`config.mk`:
```
export PLATFORM = sky130hd
export DESIGN_NAME = clkdiv_ratio_ctrl
export DESIGN_NICKNAME = d
export VERILOG_FILES = /design/src/rtl/clkdiv_ratio_ctrl.sv
export SDC_FILE = /design/constraint.sdc
export NUM_CORES = 1
export LEC_CHECK = 0
export ABC_AREA = 1
export CAP_MARGIN = 10
export CORE_MARGIN = 8
export CORE_UTILIZATION = 52
export DETAILED_ROUTE_END_ITERATION = 8
export HOLD_SLACK_MARGIN = 0.12
export PLACE_DENSITY = 0.78
export SLEW_MARGIN = 10
export SYNTH_ARGS = -nofsm -noshare
export SYNTH_HDL_FRONTEND = slang
export SYNTH_SLANG_ARGS = --single-unit
```
`constraint.sdc`:
```
create_clock -name CLK -period 2.5 [get_ports CLK]
set_input_delay 0.5 -clock CLK [delete_from_list [all_inputs] [get_ports CLK]]
set_output_delay 0.5 -clock CLK [all_outputs]
set_load 0.03 [all_outputs]
```
`src/rtl/clkdiv_ratio_ctrl.sv`:
```
// Programmable tick divider whose one-hot ratio requests only take effect on a period boundary.
// TICK is decoded from registered state with no extra latency; CFG_READY drops while a ratio change is pending.
module clkdiv_ratio_ctrl #(
  parameter int WIDTH = 8
) (
  input  logic             CLK,
  input  logic             RST,
  input  logic             EN,
  input  logic [5:0]       CFG_PRESCALE,
  input  logic             CFG_VALID,
  output logic             CFG_READY,
  output logic [WIDTH-1:0] DIV_RATIO,
  output logic             TICK,
  output logic             CFG_ERR
);

  typedef enum logic [1:0] {
    IDLE = 2'd0,
    RUN  = 2'd1,
    PEND = 2'd2
  } state_t;

  state_t           state_q, state_d;
  logic [WIDTH-1:0] cnt_q, cnt_d;
  logic [WIDTH-1:0] shd_q, shd_d;
  logic [WIDTH-1:0] ratio_q, ratio_d;
  logic             err_q, err_d;

  logic [WIDTH-1:0] dec_ratio;
  logic             dec_ok;
  logic             accept;
  logic             tick;
  logic [WIDTH-1:0] ratio_m1;

  // Anything that is not one of the four one-hot codes falls back to ratio 1 and is flagged.
  always_comb begin
    dec_ratio = WIDTH'(1);
    dec_ok    = 1'b1;
    case (CFG_PRESCALE)
      6'b100000: dec_ratio = WIDTH'(1);
      6'b010000: dec_ratio = WIDTH'(2);
      6'b001000: dec_ratio = WIDTH'(4);
      6'b000100: dec_ratio = WIDTH'(8);
      default:   dec_ok    = 1'b0;
    endcase
  end

  assign ratio_m1  = ratio_q - WIDTH'(1);
  assign tick      = (state_q != IDLE) && EN && (cnt_q == ratio_m1);
  assign CFG_READY = (state_q != PEND);
  assign accept    = CFG_VALID && CFG_READY;

  always_comb begin
    state_d = state_q;
    cnt_d   = cnt_q;
    shd_d   = shd_q;
    ratio_d = ratio_q;
    err_d   = accept && !dec_ok;
    case (state_q)
      IDLE: begin
        cnt_d   = '0;
        state_d = EN ? RUN : IDLE;
        if (accept) ratio_d = dec_ratio;
      end
      RUN: begin
        if (!EN) begin
          // No period is in progress once disabled, so a request can land directly.
          state_d = IDLE;
          cnt_d   = '0;
          if (accept) ratio_d = dec_ratio;
        end else if (tick) begin
          cnt_d = '0;
          if (accept) ratio_d = dec_ratio;
        end else begin
          cnt_d = cnt_q + WIDTH'(1);
          if (accept) begin
            shd_d   = dec_ratio;
            state_d = PEND;
          end
        end
      end
      PEND: begin
        if (!EN) begin
          ratio_d = shd_q;
          cnt_d   = '0;
          state_d = IDLE;
        end else if (tick) begin
          ratio_d = shd_q;
          cnt_d   = '0;
          state_d = RUN;
        end else begin
          cnt_d = cnt_q + WIDTH'(1);
        end
      end
      default: begin
        state_d = IDLE;
        cnt_d   = '0;
      end
    endcase
  end

  always_ff @(posedge CLK or posedge RST) begin
    if (RST) begin
      state_q <= IDLE;
      cnt_q   <= '0;
      shd_q   <= WIDTH'(1);
      ratio_q <= WIDTH'(1);
      err_q   <= 1'b0;
    end else begin
      state_q <= state_d;
      cnt_q   <= cnt_d;
      shd_q   <= shd_d;
      ratio_q <= ratio_d;
      err_q   <= err_d;
    end
  end

  assign DIV_RATIO = ratio_q;
  assign TICK      = tick;
  assign CFG_ERR   = err_q;

endmodule

```
Yosys cells after proc, flatten, opt, wreduce, memory -nomap -nowiden
Index checks and enable logic that the tools add are counted.
Storage, ports and cells
  register bits after elaboration: 27
  input port bits: 10
  logic and storage cells: 51
Cells by class
  add/subtract/negate cells: 2
  equal/unequal tests: 12
  mux-type cells: 18
  bitwise operators: 1
  reduce and logical (&&, ||, !) cells: 13
Operator list (count)
  two-way mux 8 bit: 8
  case mux 8 bit (3 select lines): 1
  != test 3 bit (second input constant): 4
  case mux 4 bit (3 select lines): 1
  two-way mux 2 bit: 5
  adder 8 x 1 -> 8 bit (second input constant): 1
  == test 8 bit: 1
  subtractor 8 x 1 -> 8 bit (second input constant): 1
  == test 6 x 3 -> 1 bit (second input constant): 1
  == test 6 x 4 -> 1 bit (second input constant): 1
  == test 6 x 5 -> 1 bit (second input constant): 1
  == test 6 bit (second input constant): 1
  case mux 2 bit (3 select lines): 1
  AND reduction 3 bit: 2
  logical AND 1 bit: 4
  AND reduction 4 bit: 1
  OR reduction 4 bit: 1
  nonzero test 3 bit: 1
  == test 2 x 1 -> 1 bit (second input constant): 1
  == test 2 bit (second input constant): 1
  logical NOT 2 bit: 1
  two-way mux 1 bit: 2
  != test 2 bit (second input constant): 1
  nonzero test 2 bit: 1
  3 further kinds: 3

Logic depth before layout (Yosys ltp)
Gate-level depths: netlist (run 1).
  depth after elaboration: 6
  depth in mapped cells: 14

Least setup slack after synthesis (run 1)
No wires, ideal clock.
  path type: register to output
  start: register ratio_q[0], in the netlist DIV_RATIO[0]
  end: output port TICK
  arrival: 1.795 ns
  data required time: 2.000 ns
  slack: 0.205 ns
  cell stages (with the launch flop): 10
  path buffers: 0
  cell sequence: dfstp_2 -> nor3_1 -> ha_1 -> nand2_1 -> inv_1 -> nor2_1 -> nand3_1 -> nor2_1 -> nand3_4 -> inv_1
On the way
  cells in the longest elaborated chain, start to end: 3
RTL lines
  start, declared: RTL line 26  | logic [WIDTH-1:0] ratio_q, ratio_d;
  start signal, assigned: RTL line 113  | ratio_q <= ratio_d;
  subtractor 8 x 1 -> 8 bit: RTL line 48  | assign ratio_m1 = ratio_q - WIDTH'(1);
  == test 8 bit: RTL line 49  | assign tick = (state_q != IDLE) && EN && (cnt_q == ratio_m1);
  logical AND 1 bit: RTL line 49
  end, declared: RTL line 13  | output logic TICK,
No other way between the ends.

Worst setup path in the final report (run 1)
Same ends and word-level chain as after synthesis.

==> results of run 1 <==
-- area by class of cell --
cell class,instances,share of cell area [%]
Multi-Input combinational cell,129,45.9
Sequential cell,19,30.9
Timing Repair Buffer,22,13.3
Inverter,23,5.56
Tap cell,30,2.42
Clock buffer,3,1.45
Clock inverter,1,0.483
-- placed cells by master (no fill, tap or decap) --
master	instances
a21boi_4	1
conb_1	4
nor2_2	4
a21oi_1	2
o21ai_0	9
nand4_2	1
nor3_1	4
dfrtp_1	16
nand4_1	2
dfrtp_2	1
inv_2	2
buf_4	6
nand3b_1	2
xnor2_1	1
nor2_1	21
inv_1	21
ha_4	1
ha_1	6
clkdlybuf4s50_1	15
clkinvlp_4	1
xor2_1	5
nand3_2	1
dfstp_2	2
nand3_4	2
nand3_1	16
nand2_1	46
clkbuf_4	3
buf_6	1
nor3_2	1
-- logic make-up after synthesis --
group           after synthesis  share of synthesized area (%)
compound gates               12                           5.76
xor+xnor                      6                           4.10
fa+ha+maj                     7                           6.84
buf+inv                      28                           9.47
flops                        19                           37.3
other cells                   1                          0.293
simple gates                100                           36.2
-- worst min-delay path, delay by kind of cell, from the launching register on --
kind,cells,cell delay (ns)
AOI/OAI and AO/OA,1,0.06
and+or+nand+nor,1,0.05
DFF,1,0.36
-- per-stage QoR --
stage	hold slack (ns)	setup WS, ns	std cells
floorplan	0.450	0.205	176
global placement	0.474	0.285	219
detailed placement	0.476	0.243	219
CTS	0.503	0.0739	226
global route	0.521	-0.0729	227
finish	0.498	0.0423	227
-- path summary, 6_finish.rpt --
path | from | to | slack, ns | cells after the start
min in group asynchronous | RST | cnt_q[2] | 0.61 | 2
worst max-delay path | DIV_RATIO[0] | TICK | 0.04 | 10
worst max register to register | DIV_RATIO[0] | cnt_q[7] | 0.39 | 11
worst min register to register | shd_q[3] | shd_q[3] | 0.50 | 2
worst min-delay path | shd_q[3] | shd_q[3] | 0.50 | 2
max in group asynchronous | RST | DIV_RATIO[2] | 1.39 | 2
-- metal layers --
| metal | routed length (um) | vias to the layer above | track usage, % | share of wire (%) |
|---|---|---|---|---|
| li1 | - | 586 | - | - |
| met1 | 1260 | 529 | 15.2 | 45 |
| met3 | 157 | 2 | 3.40 | 5.6 |
| met2 | 1380 | 29 | 21.6 | 49 |
| met5 | 0 | - | 0 | 0 |
| met4 | 15 | 0 | 5.99 | 0.53 |
-- synth_stat cells, types with 2 or more instances --
cell type  count  share of area (%)
buf_4          4                2.3
nand2_1       46                 13
nand3_4        2                2.7
dfstp_2        2                4.1
nand3_1       16                6.3
nand3b_1       2                1.2
nor2_2         3                1.5
nand4_1        2               0.98
xor2_1         5                3.4
a21oi_1        2               0.78
nor3_1         5                2.0
o21ai_0        9                3.5
dfrtp_1       17                 33
nor2_1        22                6.4
ha_1           7                6.8
inv_1         22                6.4
-- repair_timing --
| item | CTS | global route |
|---|---|---|
| resized for setup | 2 | 4 |
| setup endpoints to repair | 1 | 1 |
| buffers inserted | 3 | 1 |
| pin swaps | 0 | 2 |
-- power by group --
part           leakage, nW  internal [mW]  switching, mW
sequential           0.252          0.369         0.0522
combinational        0.503          0.248          0.371
clock               0.0139         0.0609          0.105
total                0.769          0.678          0.528
-- sequential cells by signal, summed over array words and instances, names as in the netlist --
signal and flops:
cnt_q 8, CFG_ERR 1, shd_q 4, state_q 2
DIV_RATIO 4
==> metrics.yaml, run 1 <==
final_layout:
  finish.instance_area_um2: 1550
  n_fill_cell: 211
  final_net_count: 215
  layout-drive-gt1-share_pct: 13.7
  antenna-diode-count: 0
  area_delta_synth_final_pct: 21.2
  regArea_um2: 479
  area_occupied_by_multi_input_gates_um2: 713
  post_route_core_utilization_pct: 64.4
detailed_routing:
  number_of_vias_per_cell: 5.05
  drt_pass1_iterations: 4
  drt_iter0_markers: 54
  postRouteAntennaNets: 0
  routed_wire_length_per_instance_um: 12.4
  dr_total_vias: 1146
  detail_route.wirelength_mm: 2.81
  drc: 0
global_route:
  grt_pass1_wl_mm: 4.49
  initial_antenna_violation_count: 0
  grt-ovfl-total: 0
  first_global_vias: 1085
  grt_use_total_pct: 13.0
  largest_net_degree_at_the_start_of_global_routing: 20
floorplan:
  die_area_um2: 4310
  fp.coreArea_um2: 2410
  floorplan.initialDensity_pct: 53.2
  die-width_um: 65.6
  die-height_um: 65.6
  ios: 21
  placementRows: 18
clocking:
  cts_inserted_buffers: 3
  cts-root-to-sink-buffers: 2
  ctsHoldBuffers: 0
  clock_sinks: 19
  clock_tree.htree_level_count: 1
  worst_setup_hold_path_clk_slew_ns: 0.12
  clk-insertion-delay-late_ns: 0.30
  cts-root-buf: "clkbuf_4"
  cts_tree: "built"
synth:
  synth.yosys.seq_area_share_pct: 37.3
  synth_async_sr_flop_share_pct: 100
  syn_area_um2: 1280
  avgSynthCellArea_um2: 7.41
  number_of_synthesized_flops_with_an_enable_pin: 0
  synth.distinct_cells: 23
  synth_top_flop_cell: "dfrtp_1"
  yosysWarningCount: 0
  ys_seq_elements: 19
  post_synth_inst_count: 173
critical_path:
  cp_top_family: "flip-flops"
  required_ns: 2.00
  slowest_cp_cell: "dfstp_2"
  crit_chain: "nor3_2 -> ha_1 -> nand2_1 -> inv_1 -> nor2_1 -> nand3_1 -> nor2_2 -> nand3_4 -> inv_2 -> buf_6"
  count_of_buffering_cells_on_the_critical_path_with_inverters_included: 3
  startpoint_type: "flop"
  worst-setup-path-type: "flop to output port"
  worst_path_largest_cell_delay_ns: 0.59
  critPathArrivalTime_ns: 1.96
  crit_path_max_fanout: 4
  end_kind: "output port"
sta:
  timing.final.setup_violations: 0
  worst_pin_slew_ns: 0.740
  post-route-period-util_pct: 98.3
  final_max_slew_viol_count: 0
  rsz0062_at_grt: "yes"
  achievable-frequency_mhz: 407
  slew_headroom_pct: 50.6
  final.min_clock_period_ns: 2.46
  fin_skew_ns: 0.00400
  setup_total_negative_slack_ns: 0
  timing_hold_violations_final: 0
placed_design:
  finalWeightedCongestion: 0.886
  io_buffer_count: 16
  hpwlAfterDp_mm: 2.18
  postPlaceCellArea_um2: 1470
power:
  total_power_mw: 1.21
  power_density_nw_per_um2: 777
  vdd_drop_max_mv: 0.484
  p_leak_nw: 0.769
job:
  max_cap_violations: 0
status:
  outcome: "completed"
hold_path:
  worst_hold_path_type: "flop to flop"
(Power assumes the default switching activity.)
==> run 2, diff against run 1 <==
--- a/config.mk
+++ b/config.mk
@@ -16,3 +16,4 @@
 export SYNTH_ARGS = -nofsm -noshare
 export SYNTH_HDL_FRONTEND = slang
 export SYNTH_SLANG_ARGS = --single-unit
+export TNS_END_PERCENT = 10
==> results of run 2 <==
Same layout as run 1: the final DEF is identical, and so are final timing and power.
==> RTL change (settings of run 2) <==
Make the reset (`RST`) synchronous in one clocked block.
--- a/src/rtl/clkdiv_ratio_ctrl.sv
+++ b/src/rtl/clkdiv_ratio_ctrl.sv
@@ -101,3 +101,3 @@
 
-  always_ff @(posedge CLK or posedge RST) begin
+  always_ff @(posedge CLK) begin
     if (RST) begin
Function: differs if RST is asserted again (counterexample within 4 cycles, from zero or initial values and one cycle with RST high); with RST held inactive, the same outputs for 10 cycles.
==> RTL change against run 2 <==
- non-clock buffer count is 4 lower
- highest routed layer unchanged
- fmax increased by 0.11%
- via count up 11%
- largest cell class unchanged
- area after synthesis is 0.49% lower
- worst hold slack worse by 0.017 ns
- routed wire length increased by 9.3%
- sequential cell count unchanged
- setup slack gained 0.0027 ns
- cell count rose by 8.4%
- utilization fell by 2.3 points
- final area fell by 3.5%
- critical path type unchanged
Power is not compared: it rests on default switching activity, and its combinational part moved more than twofold at a synthesized area within 25%.
==> RTL change: results (changes against run 2) <==
{
  "final_layout": {
    "finalNetCount": {"value": 234, "change": "+8.8%"},
    "final_cells": {"value": 246, "change": "+8.4%"},
    "final_core_util": {"value": 62.1, "unit": "%", "change": "-2.3 points"},
    "post_route_cells_drive_above_1_share": {"value": 9.26, "unit": "%", "change": "-4.4 points"},
    "n_fill_cell": {"value": 244, "change": "+16%"}
  },
  "placed_design": {
    "dpl-instance-area": {"value": 1470, "unit": "um^2", "change": "about the same"},
    "place.gp.congestion": {"value": 0.903, "change": "+2.0%"},
    "place_hpwl": {"value": 2480, "unit": "um", "change": "+14%"}
  },
  "grt": {
    "grtUsageTotal": {"value": 14.5, "unit": "%", "change": "+1.5 points"},
    "first_global_vias": {"value": 1128, "change": "+4.0%"},
    "grt_start_max_net_pins": {"value": 11, "change": "-45%"},
    "first_pass_grt_wire_length": {"value": 4970, "unit": "um", "change": "+11%"}
  },
  "clocking": {
    "clk_pin_slew_worst_paths": {"value": 0.10, "unit": "ns", "change": "-0.02 ns"},
    "post_cts_buffers": {"value": 0, "change": "-3"},
    "cts_resized": {"value": 4, "change": "+2"}
  },
  "logic_synthesis": {
    "synth_cells": {"value": 195, "change": "+13%"},
    "postSynth.asyncResetShare": {"value": 0, "unit": "%", "change": "-100 points"},
    "synth.area.top_cells": "dfxtp_1 30%, nand2_1 17%, inv_1 7.7%, nor2_1 7.1%, ha_1 6.9%",
    "synth_top_flop_cell": "dfxtp_1"
  },
  "worst_setup_path": {
    "critPathLaunch": "DIV_RATIO[0]$_SDFFE_PP1P_",
    "crit_fanout": {"value": 8, "change": "+4"},
    "timing.reg2reg.setup_slack": {"value": 0.49, "unit": "ns", "change": "+0.10 ns"}
  },
  "worst_hold_path": {
    "start_point_of_the_worst_min_delay_path": "shd_q[2]$_SDFFE_PP0P_",
    "worst_case_hold_path_end_point": "shd_q[2]$_SDFFE_PP0P_",
    "min-delay-path-class": "register to register"
  },
  "outcome": {
    "outcome": "completed"
  },
  "drt": {
    "first_pass_iters": {"value": 4, "change": "unchanged"},
    "dr.first_iter.drc_count": {"value": 87, "change": "+61%"},
    "drt-total-wl": {"value": 3070, "unit": "um", "change": "+9.3%"}
  },
  "sta": {
    "skew": {"value": 0.00395, "unit": "ns", "change": "-0.0000482 ns"}
  },
  "pwr": {
    "leakage_power_uw": 0.000687
  }
}
RTL change: power breakdown:
| part | switching (uW) | internal (uW) | total, uW |
|---|---|---|---|
| Sequential | 13.5 | 313 | 327 |
| Combinational | 103 | 64.8 | 168 |
| Clock | 92.7 | 62.2 | 155 |
| Total | 209 | 440 | 649 |
RTL change: layer usage:
metal	global-route usage, %	up-vias	part of all wire, %
met2	22.4	33	44
li1	-	665	-
met5	0	-	0
met4	7.36	0	2.4
met3	3.23	9	5.5
met1	18.5	570	48
RTL change: cell families (layout without fill, tap and decap cells):
kind of cell | count (synthesis) | after routing | synth area share, %
buffers and inverters | 31 | 49 | 10.3
XOR/XNOR | 2 | 2 | 1.37
other | 1 | 4 | 0.294
AND/OR/NAND/NOR | 117 | 117 | 43.9
flip-flops | 19 | 19 | 29.8
adder cells (fa/ha/maj) | 7 | 7 | 6.87
AO/OA/AOI/OAI | 18 | 18 | 7.46
RTL change: final cells by class:
class / count / share of cell area [%]
clock buffers: 4 / 1.75
well taps: 30 / 2.51
multi-input cells: 148 / 51.7
repair buffers: 18 / 11.4
inverters: 27 / 6.77
flip-flops and latches: 19 / 25.8
RTL change: critical path, stage by stage (launching register included):
cell	delay, ns
dfxtp_4	0.39
nor3_1	0.19
ha_1	0.21
inv_1	0.05
nand2_1	0.07
nand3_1	0.08
nor4_1	0.29
nand4_1	0.11
nor2_1	0.11
buf_4	0.17
RTL change: per-stage QoR:
step / hold slack (ns) / power [uW] / setup slack, ns / TNS [ns]
final: 0.481 / 649 / 0.0450 / 0
after floorplan: 0.436 / 447 / 0.0786 / 0
after CTS: 0.484 / 656 / 0.0133 / 0
after global placement: 0.453 / 493 / 0.319 / 0
after detailed placement: 0.467 / 498 / 0.247 / 0
after global routing: 0.493 / 687 / -0.0836 / -0.0836
